File: config.mk
export PLATFORM = sky130hd
export DESIGN_NAME = rpn_uart_calc_core
export DESIGN_NICKNAME = d
export VERILOG_FILES = /design/src/rtl/rpn_calc_pkg.sv /design/src/rtl/seq_multiplier.sv /design/src/rtl/rpn_uart_calc_core.sv
export SDC_FILE = /design/constraint.sdc
export NUM_CORES = 1
export LEC_CHECK = 0
export ABC_AREA = 1
export CORE_UTILIZATION = 45
export CTS_CLUSTER_DIAMETER = 30
export DETAILED_ROUTE_END_ITERATION = 12
export PLACE_DENSITY_LB_ADDON = 0.12
export SYNTH_ARGS = -nofsm -noshare
export SYNTH_HDL_FRONTEND = slang
export SYNTH_SLANG_ARGS = --single-unit
File: constraint.sdc
create_clock -name clock -period 5.6 [get_ports clock]
set_clock_uncertainty 0.15 [all_clocks]
set_input_delay 0.84 -clock clock [delete_from_list [all_inputs] [get_ports clock]]
set_output_delay 0.84 -clock clock [all_outputs]
set_load 0.005 [all_outputs]
File: src/rtl/rpn_calc_pkg.sv
// Shared types and constants for the RPN calculator: status codes, FSM states,
// ASCII command bytes and the hex-digit decoder.
package rpn_calc_pkg;

  typedef enum logic [2:0] {
    ERR_OK        = 3'd0,
    ERR_BADCHAR   = 3'd1,
    ERR_UNDERFLOW = 3'd2,
    ERR_FULL      = 3'd3,
    ERR_BUSY      = 3'd4
  } err_t;

  typedef enum logic [2:0] {
    S_IDLE,
    S_DECODE,
    S_PUSH,
    S_EXEC,
    S_MUL,
    S_DONE
  } state_t;

  localparam logic [7:0] SPACE  = 8'h20;
  localparam logic [7:0] CR     = 8'h0D;
  localparam logic [7:0] ESC    = 8'h1B;
  localparam logic [7:0] PLUS   = 8'h2B;
  localparam logic [7:0] MINUS  = 8'h2D;
  localparam logic [7:0] STAR   = 8'h2A;
  localparam logic [7:0] EQUALS = 8'h3D;

  // Returns {is_hex, nibble}; nibble is 0 for non-hex bytes.
  function automatic logic [4:0] ascii_to_nibble(input logic [7:0] c);
    if (c >= "0" && c <= "9")      return {1'b1, c[3:0]};
    else if (c >= "A" && c <= "F") return {1'b1, c[3:0] + 4'd9};
    else if (c >= "a" && c <= "f") return {1'b1, c[3:0] + 4'd9};
    else                           return 5'd0;
  endfunction

endpackage

File: src/rtl/seq_multiplier.sv
// Shift-add multiplier, one multiplier bit per cycle; the first bit is folded
// into the start cycle so done pulses exactly WIDTH cycles after start.
module seq_multiplier #(
  parameter int WIDTH = 16
) (
  input  logic               clock,
  input  logic               reset_n,
  input  logic               start,
  input  logic [WIDTH-1:0]   a,
  input  logic [WIDTH-1:0]   b,
  output logic               done,
  output logic [2*WIDTH-1:0] product
);
  localparam int CW = $clog2(WIDTH + 1);

  logic [2*WIDTH-1:0] mcand;
  logic [WIDTH-1:0]   mplier;
  logic [CW-1:0]      cnt;
  logic               run;

  always_ff @(posedge clock or negedge reset_n) begin
    if (!reset_n) begin
      product <= '0;
      mcand   <= '0;
      mplier  <= '0;
      cnt     <= '0;
      run     <= 1'b0;
      done    <= 1'b0;
    end else begin
      done <= 1'b0;
      if (start) begin
        product <= b[0] ? {{WIDTH{1'b0}}, a} : '0;
        mcand   <= {{(WIDTH-1){1'b0}}, a, 1'b0};
        mplier  <= b >> 1;
        cnt     <= CW'(WIDTH - 1);
        run     <= 1'b1;
      end else if (run) begin
        if (mplier[0]) product <= product + mcand;
        mcand  <= mcand << 1;
        mplier <= mplier >> 1;
        cnt    <= cnt - CW'(1);
        if (cnt == CW'(1)) begin
          run  <= 1'b0;
          done <= 1'b1;
        end
      end
    end
  end

endmodule

File: src/rtl/rpn_uart_calc_core.sv
// RPN calculator engine fed by UART bytes: hex entry, DEPTH-deep stack, + - *.
// Bytes are taken only in IDLE; a byte strobed while busy is dropped and flagged.
module rpn_uart_calc_core
  import rpn_calc_pkg::*;
#(
  parameter int WIDTH = 16,
  parameter int DEPTH = 4
) (
  input  logic                       clock,
  input  logic                       reset_n,
  input  logic                       byte_ready,
  input  logic [7:0]                 byte_data,
  output logic [WIDTH-1:0]           result,
  output logic                       result_valid,
  output logic [$clog2(DEPTH+1)-1:0] depth,
  output logic                       busy,
  output logic                       overflow,
  output logic [2:0]                 error
);
  localparam int DW = $clog2(DEPTH + 1);
  localparam int IW = $clog2(DEPTH);
  localparam logic [DW-1:0] FULL_SP = DW'(DEPTH);
  localparam logic [DW-1:0] ONE     = DW'(1);
  localparam logic [DW-1:0] TWO     = DW'(2);

  state_t state, state_nxt;

  logic [WIDTH-1:0]   stack [DEPTH];
  logic [DW-1:0]      sp;
  logic [WIDTH-1:0]   entry;
  logic               pending;
  logic [7:0]         cmd;
  logic               with_push;
  err_t               cmd_err;
  logic               busy_hit;

  logic [4:0]         hex;
  logic               is_sep, is_op, underflow, borrow;
  logic [IW-1:0]      top_idx, nxt_idx, push_idx, res_idx;
  logic [WIDTH-1:0]   op_a, op_b, diff;
  logic [WIDTH:0]     sum;
  logic               mul_start, mul_done;
  logic [2*WIDTH-1:0] mul_product;

  assign hex    = ascii_to_nibble(cmd);
  assign is_sep = (cmd == SPACE) || (cmd == CR);
  assign is_op  = (cmd == PLUS) || (cmd == MINUS) || (cmd == STAR);

  assign top_idx  = (sp == '0) ? '0 : IW'(sp - ONE);
  assign nxt_idx  = (sp < TWO) ? '0 : IW'(sp - TWO);
  assign push_idx = IW'(sp);

  // The implicit push is never written early: the pending entry acts as B in
  // place, so depth/result move only together with result_valid.
  assign op_a      = with_push ? stack[top_idx] : stack[nxt_idx];
  assign op_b      = with_push ? entry : stack[top_idx];
  assign res_idx   = with_push ? top_idx : nxt_idx;
  assign underflow = with_push ? (sp == '0) : (sp < TWO);

  assign sum    = {1'b0, op_a} + {1'b0, op_b};
  assign diff   = op_a - op_b;
  assign borrow = op_a < op_b;

  assign mul_start = (state == S_EXEC) && (cmd == STAR) && !underflow;

  seq_multiplier #(.WIDTH(WIDTH)) u_mul (
    .clock   (clock),
    .reset_n (reset_n),
    .start   (mul_start),
    .a       (op_a),
    .b       (op_b),
    .done    (mul_done),
    .product (mul_product)
  );

  assign result = (sp == '0) ? '0 : stack[top_idx];
  assign depth  = sp;
  assign busy   = (state != S_IDLE);

  always_ff @(posedge clock or negedge reset_n) begin
    if (!reset_n) state <= S_IDLE;
    else          state <= state_nxt;
  end

  always_comb begin
    state_nxt = state;
    case (state)
      S_IDLE:   if (byte_ready) state_nxt = S_DECODE;
      S_DECODE: begin
        if (is_op && !(pending && sp == FULL_SP))
          state_nxt = pending ? S_PUSH : S_EXEC;
        else
          state_nxt = S_DONE;
      end
      S_PUSH:   state_nxt = S_EXEC;
      S_EXEC:   state_nxt = mul_start ? S_MUL : S_DONE;
      S_MUL:    if (mul_done) state_nxt = S_DONE;
      S_DONE:   state_nxt = S_IDLE;
      default:  state_nxt = S_IDLE;
    endcase
  end

  always_ff @(posedge clock or negedge reset_n) begin
    if (!reset_n) begin
      for (int i = 0; i < DEPTH; i++) stack[i] <= '0;
      sp           <= '0;
      entry        <= '0;
      pending      <= 1'b0;
      cmd          <= '0;
      with_push    <= 1'b0;
      cmd_err      <= ERR_OK;
      busy_hit     <= 1'b0;
      result_valid <= 1'b0;
      overflow     <= 1'b0;
      error        <= ERR_OK;
    end else begin
      result_valid <= 1'b0;
      case (state)
        S_IDLE: if (byte_ready) cmd <= byte_data;
        S_DECODE: begin
          cmd_err <= ERR_OK;
          if (hex[4]) begin
            if (entry[WIDTH-1 -: 4] != 4'd0) overflow <= 1'b1;
            entry   <= {entry[WIDTH-5:0], hex[3:0]};
            pending <= 1'b1;
          end else if (is_sep) begin
            if (pending) begin
              if (sp == FULL_SP) cmd_err <= ERR_FULL;
              else begin
                stack[push_idx] <= entry;
                sp              <= sp + ONE;
                result_valid    <= 1'b1;
              end
            end
            entry   <= '0;
            pending <= 1'b0;
          end else if (is_op) begin
            if (pending && sp == FULL_SP) begin
              cmd_err <= ERR_FULL;
              entry   <= '0;
              pending <= 1'b0;
            end else begin
              with_push <= pending;
            end
          end else if (cmd == EQUALS) begin
            result_valid <= 1'b1;
          end else if (cmd == ESC) begin
            for (int i = 0; i < DEPTH; i++) stack[i] <= '0;
            sp           <= '0;
            entry        <= '0;
            pending      <= 1'b0;
            overflow     <= 1'b0;
            error        <= ERR_OK;
            result_valid <= 1'b1;
          end else begin
            cmd_err <= ERR_BADCHAR;
          end
        end
        S_EXEC: begin
          if (underflow) begin
            cmd_err      <= ERR_UNDERFLOW;
            result_valid <= 1'b1;
            if (with_push) begin
              stack[push_idx] <= entry;
              sp              <= sp + ONE;
            end
          end else if (cmd != STAR) begin
            if (cmd == PLUS) begin
              stack[res_idx] <= sum[WIDTH-1:0];
              if (sum[WIDTH]) overflow <= 1'b1;
            end else begin
              stack[res_idx] <= diff;
              if (borrow) overflow <= 1'b1;
            end
            result_valid <= 1'b1;
            if (!with_push) sp <= sp - ONE;
          end
        end
        S_MUL: begin
          if (mul_done) begin
            stack[res_idx] <= mul_product[WIDTH-1:0];
            if (mul_product[2*WIDTH-1:WIDTH] != '0) overflow <= 1'b1;
            result_valid <= 1'b1;
            if (!with_push) sp <= sp - ONE;
          end
        end
        S_DONE: begin
          if (!busy_hit) error <= cmd_err;
          busy_hit <= 1'b0;
          if (is_op) begin
            entry   <= '0;
            pending <= 1'b0;
          end
        end
        default: ;
      endcase
      // Placed last so a dropped byte's BUSY code wins over a same-cycle DONE.
      if (byte_ready && state != S_IDLE) begin
        error    <= ERR_BUSY;
        busy_hit <= 1'b1;
      end
    end
  end

endmodule

## After elaboration in Yosys (flattened, before gate mapping)

Index checks and enable logic that the tools add are counted.

- Register bits: 192
- Bits of input ports: 11
- Output and inout port bits: 25
- Word-level logic and storage cells: 260

- $add $sub $neg: 8
- Magnitude comparators: 14
- Equality and inequality tests: 46
- Muxes and demuxes: 128
- Bitwise operators: 7
- Reduce and logical (&&, ||, !) cells: 36

Operator list:

| operator | number |
|---|---|
| 64-bit two-way mux | 12 |
| 16-bit two-way mux | 19 |
| 64-bit bitwise mux | 4 |
| 64-bit case mux with 3 select lines | 1 |
| 32-bit two-way mux | 5 |
| 3-bit two-way mux | 23 |
| 16-bit binary-select mux with 2-bit select | 2 |
| 16-bit demux with 2-bit select | 2 |
| 3-bit != test (second input constant) | 18 |
| 1-bit two-way mux | 41 |
| 8-bit by 6-bit == test with 1-bit output (second input constant) | 5 |
| 32-bit adder | 1 |
| 16-bit case mux with 2 select lines | 1 |
| 5-bit two-way mux | 5 |
| 16-bit by 16-bit adder with 17-bit output | 1 |
| 8-bit by 7-bit >= comparator with 1-bit output (second input constant) | 2 |
| 8-bit by 7-bit <= comparator with 1-bit output (second input constant) | 2 |
| 16-bit < comparator | 1 |
| 16-bit nonzero test | 1 |
| 16-bit subtractor | 1 |
| 5-bit != test (second input constant) | 3 |
| 3-bit case mux with 5 select lines | 1 |
| 3-bit >= comparator (second input constant) | 4 |
| 2-bit two-way mux | 6 |
| 37 further kinds | 78 |

## Logic depth before layout (Yosys ltp)

- Depth after elaboration: 13
- Mapped depth: 29
- Mapped depth without buffers: 27

## Hierarchy

Synthesis repeated with hierarchy kept, for this count alone.

- Cells, all modules: 2683
- Area, all modules: 16902.5 um^2

Modules (own cells, without submodules):

| module | times used | cells an instance | area each (um^2) | sequential area each (um^2) |
|---|---|---|---|---|
| rpn_uart_calc_core | 1 | 1811 | 10979.3 | 2602.5 |
| seq_multiplier | 1 | 872 | 5923.2 | 2127.0 |

## Worst setup path after synthesis

No wires, ideal clock.

- Path kind: reg-to-reg
- Start point: reg sp[0] (netlist: depth[0])
- End point: reg stack[11] in the netlist's numbering
- Library setup time: 0.077 ns
- Arrival: 3.903 ns
- Data required time: 5.373 ns
- Setup slack: 1.470 ns
- Stages on the path, launching flop included: 23
- Path buffers: 4
- Clock period less this slack: 4.130 ns
- Cells stage by stage: dfrtp_1 > inv_2 > buf_2 > ha_1 > buf_6 > o21ai_4 > buf_2 > o21ai_0 > o21ai_0 > o21ai_0 > ha_1 > clkbuf_1 > inv_1 > a21oi_1 > o21a_1 > nand2_4 > a21oi_4 > o21ai_1 > a21oi_2 > nor2_1 > nand2_1 > nand2_1 > a21oi_1

- Word-level cells in the longest chain between the ends: 13
- Elaborated cells on any way between the ends: 51
- Those cells by class: add/sub (4); order compare (5); eq/ne (4); mux (30); bitwise (4); reduce/logical (4)

Ends and longest elaborated chain:

| element | RTL line | RTL |
|---|---|---|
| start, declared | rpn_uart_calc_core.sv:29 | `logic [DW-1:0] sp;` |
| start signal, assigned | rpn_uart_calc_core.sv:131 | `sp <= sp + ONE;` |
| start signal, assigned | rpn_uart_calc_core.sv:165 | `sp <= sp + ONE;` |
| start signal, assigned | rpn_uart_calc_core.sv:176 | `if (!with_push) sp <= sp - ONE;` |
| 3-bit by 1-bit subtractor with 3-bit output (tied with other cells) | -- |  |
| 2-bit two-way mux (on tied branches) | rpn_uart_calc_core.sv:49, rpn_uart_calc_core.sv:50 |  |
| 2-bit NOT with 3-bit output (not written as such) (tied with other cells) | rpn_uart_calc_core.sv:55, rpn_uart_calc_core.sv:56 |  |
| 16-bit binary-select mux with 2-bit select (tied with other cells) | rpn_uart_calc_core.sv:55, rpn_uart_calc_core.sv:56 |  |
| 16-bit two-way mux (not written as such) (tied with other cells) (2 in series) | rpn_uart_calc_core.sv:55, rpn_uart_calc_core.sv:56 |  |
| 16-bit two-way mux (on tied branches) | -- |  |
| 16-bit subtractor (tied with other cells) | rpn_uart_calc_core.sv:61 | `assign diff = op_a - op_b;` |
| 64-bit bitwise mux (on tied branches) | rpn_uart_calc_core.sv:172, rpn_uart_calc_core.sv:169 |  |
| 64-bit two-way mux | rpn_uart_calc_core.sv:168 | `if (cmd == PLUS) begin` |
| 64-bit two-way mux | rpn_uart_calc_core.sv:167 | `end else if (cmd != STAR) begin` |
| 64-bit two-way mux | rpn_uart_calc_core.sv:160 | `if (underflow) begin` |
| 64-bit case mux with 3 select lines | rpn_uart_calc_core.sv:118 | `case (state)` |
| end signal, assigned by index | rpn_uart_calc_core.sv:164 | `stack[push_idx] <= entry;` |
| end signal, assigned by index | rpn_uart_calc_core.sv:169 | `stack[res_idx] <= sum[WIDTH-1:0];` |
| end signal, assigned by index | rpn_uart_calc_core.sv:172 | `stack[res_idx] <= diff;` |
| end, declared | rpn_uart_calc_core.sv:28 | `logic [WIDTH-1:0] stack [DEPTH];` |

Several ways; a longest one is shown, not always the timed one. The select of a mux whose other input is x is not followed.
A chain may end at the register's enable or synchronous reset.

## Worst setup path after layout

- Start point: reg sp[1] (netlist: depth[1])
- End point: reg stack[15] in the netlist's numbering

The elaborated chain is that of the path after synthesis.

==> metrics.md <==
| Metric | Value |
|---|---|
| Leak Pwr | `0.007856 uW` |
| Syn Nets | `2490` |
| Clock slew at reported path FFs | `0.09 ns` |
| Setup violators final | `0` |
| Die Y | `190.6 microns` |
| Worst Path Arrival | `5.38 ns` |
| Total power divided by cell area | `669.8 mW/mm^2` |
| Critical Path Source Type | `register` |
| Area delta synth->final | `8.645%` |
| CTS tree | `yes` |
| Synth warn | `0` |
| Postcts setup bufs | `0` |
| Die ar. | `0.03633 sq mm` |
| Most used routing layer | `met2` |
| Worst-margin pin slew | `1.178 ns` |
| Pre-antenna DRT Iters | `6` |
| Nets | `2470` |
| Chip Width | `190.6 microns` |
| Setup CP Type | `reg -> reg` |
| Status | `finished, final reports clean` |
| Fin Setup TNS | `0 ns` |
| Largest stage delay on the critical path | `0.72 ns` |
| Fin. Hold Viols | `0` |
| Post-synth top area share | `0.2955` |
| Final wirelength | `64360 microns` |
| Post-CTS sizing | `0` |
| First-pass GRT wire length | `98730 microns` |
| Hpwl dp | `46790 microns` |
| Antenna violations before repair | `0` |
| HP Class | `in -> async` |
| Ys async rst share | `1.000` |
| Met2 Usage GRT | `0.5627` |
| CTS max path bufs | `2` |
| CP required | `5.83 ns` |
| CTS Root Cell | `clkbuf_16` |
| Area leader, netlist | `dfrtp_1` |
| VDD IR max | `0.3180 mV` |
| Most frequent cells in the layout | `481 x nand2_1, 272 x nor2_1, 263 x inv_1, 263 x o21ai_0, 189 x dfrtp_1` |
| Routed len/inst | `22.57 microns` |
| Remaining DRCs | `0` |
| Congestion Overflow GR | `0` |
| H-tree depth | `4` |
| CTS sink cnt | `189` |
| Synth area leaders | `dfrtp_1 30%, nand2_1 11%, o21ai_0 8.2%, nor2_1 6.4%, inv_1 6.2%` |
| Commonest non-fill, non-tap cell in the layout | `nand2_1` |
| Drt initial violations | `1888` |
| RSZ-0062 raised after global routing | `false` |
| Cts hold-fix bufs | `0` |
| Initial Util | `0.4600` |
| Register area share after synthesis | `0.2955` |
| Syn avg cell area | `6.661 sq um` |
| WHS | `0.2821 ns` |
| Final slew viol count | `0` |
| Post-synthesis instance total | `2403` |
| GR Util All Layers | `0.3621` |
| Mapped Area | `0.01601 sq mm` |
| Element type at the critical path end | `register` |
| Vias in the first global route | `16132` |
| Largest net degree at the start of global routing | `108` |
| Row cnt | `68` |
| Number of enable flip-flop cells after synthesis | `0` |
| Final ANT Viol Nets | `0` |
| Port bufs | `35` |
| CTS Buf Count | `17` |
| Worst-Skew Late Latency | `0.48 ns` |
| Commonest register cell after synthesis | `dfrtp_1` |
| M1 GR Usage | `0.5039` |
| RePlAce Congestion | `0.9737` |
| Slew HR | `0.2137` |
| Max Clk Rate | `194.0 MHz` |
| Most common cell on crit path | `nand2_1` |
| Fin crit share | `0.9207` |
| Antenna fix cells | `0` |
| Vias per cell | `6.028` |
| Yosys reg bits | `189` |
| Critical-path top delay cell | `o21ai_0` |
| Count of cell types in the netlist | `60` |
| Layout cell share with drive strength beyond 1 | `0.07554` |
| Max_cap viols | `0` |
| Via count | `17186` |
| Num ports | `36` |
| GRT met3 Usage | `0.05282` |
| Critical path cell sequence | `inv_2 > ha_1 > nand2_1 > o21ai_4 > buf_4 > a21oi_1 > o21ai_0 > nand2_1 > o21ai_0 > ha_1 > nor2_1 > inv_1 > o21ai_0 > a221oi_1 > nand2_1 > nand2_1 > nand2_1 > nor2_1 > nor2_1 > nand2_1 > nand2_1 > nand3b_1 > nand2_1 > inv_1` |
| Crit-path max FO | `14` |
| Fillers | `3520` |
| Post-route minimum period | `5.156 ns` |
| R2R setup slack | `0.44 ns` |
| Core ar. | `0.03480 sq mm` |
## where the power goes
part	leakage, uW	total (uW)	internal [uW]	switching (uW)
Clock	0.000304	1320	619	706
Combinational	0.00507	8340	2480	5850
Sequential	0.00248	1990	1680	310
Total	0.00786	11600	4780	6870
## cells in the mapped netlist (all sizes together) (5+ instances only)
cell type    n
a211oi      50
a21oi      183
a221oi       8
a22oi       22
a31oi       18
buf         56
clkbuf      64
dfrtp      189
ha          73
inv        278
nand2      514
nand3      165
nand3b       6
nand4        8
nor2       285
nor3        25
nor4        10
o2111ai      5
o211ai      32
o21ai      289
o221ai       6
o22ai       50
o31ai       10
or2          8
xor2        13
## registers in the layout, summed over array words and instances (netlist names)
signal,cells
u_mul.mplier,15
overflow,1
cmd_err,2
pending,1
u_mul.product,32
busy_hit,1
depth,3
result_valid,1
with_push,1
u_mul.cnt,5
state,3
cmd,8
entry,16
u_mul.done,1
u_mul.mcand,31
stack,64
error,3
u_mul.run,1
## layout make-up
cell class              count  area (sq um)  area share
repair buffers             81         711.9     0.04094
well taps                 455         569.3     0.03274
clock inverters            15         206.4     0.01187
multi-input cells        1813          9688      0.5571
flip-flops and latches    189          4730      0.2720
clock buffers              17         425.4     0.02446
inverters                 281          1060     0.06094
## worst max-delay path, delay by kind of cell, from the launching register on
kind                     cells  cell delay (ns)
adder cells (fa/ha/maj)      2             0.97
AND/OR/NAND/NOR             12             1.12
flip-flops                   1             0.50
buffers and inverters        4             0.57
AO/OA/AOI/OAI                6             1.74
## cell families (layout without fill, tap and decap cells)
logic type               Yosys count  after routing  share of synthesized area
flip-flops                       189            189                     0.2955
adder cells (fa/ha/maj)           76             76                    0.06081
buffers and inverters            401            394                     0.1004
AO/OA/AOI/OAI                    696            696                     0.2550
AND/OR/NAND/NOR                 1023           1023                     0.2784
XOR/XNOR                          17             17                   0.009302
multiplexers                       1              1                  0.0007035
## final timing paths
check                               from                end  depth (start not counted)
worst max-delay path            depth[1]          stack[15]                         24
worst min-delay path             reset_n           entry[3]                          1
worst max register to register  depth[1]          stack[15]                         24
worst min register to register  error[2]           error[2]                          2
max in group asynchronous        reset_n  u_mul.product[25]                          2
min in group clock              error[2]           error[2]                          2
## stage by stage
stage,total power (uW),util,cells,setup WS [ns],area (sq um)
after detailed placement,10080,0.4816,2819,0.6676,16760
after CTS,11430,0.4997,2851,0.6279,17390
final,11650,0.4997,2851,0.4444,17390
after floorplan,7531,-,2403,1.470,16010
after global routing,12530,0.4997,2851,0.04052,17390
after global placement,10080,0.4816,2819,0.5998,16760
## metal layers
| layer | part of all wire | routed length, microns |
|---|---|---|
| met4 | 0.036 | 2348 |
| met1 | 0.44 | 28270 |
| met3 | 0.084 | 5382 |
| met2 | 0.44 | 28360 |
| met5 | 0 | 0 |
(Power assumes the default switching activity.)
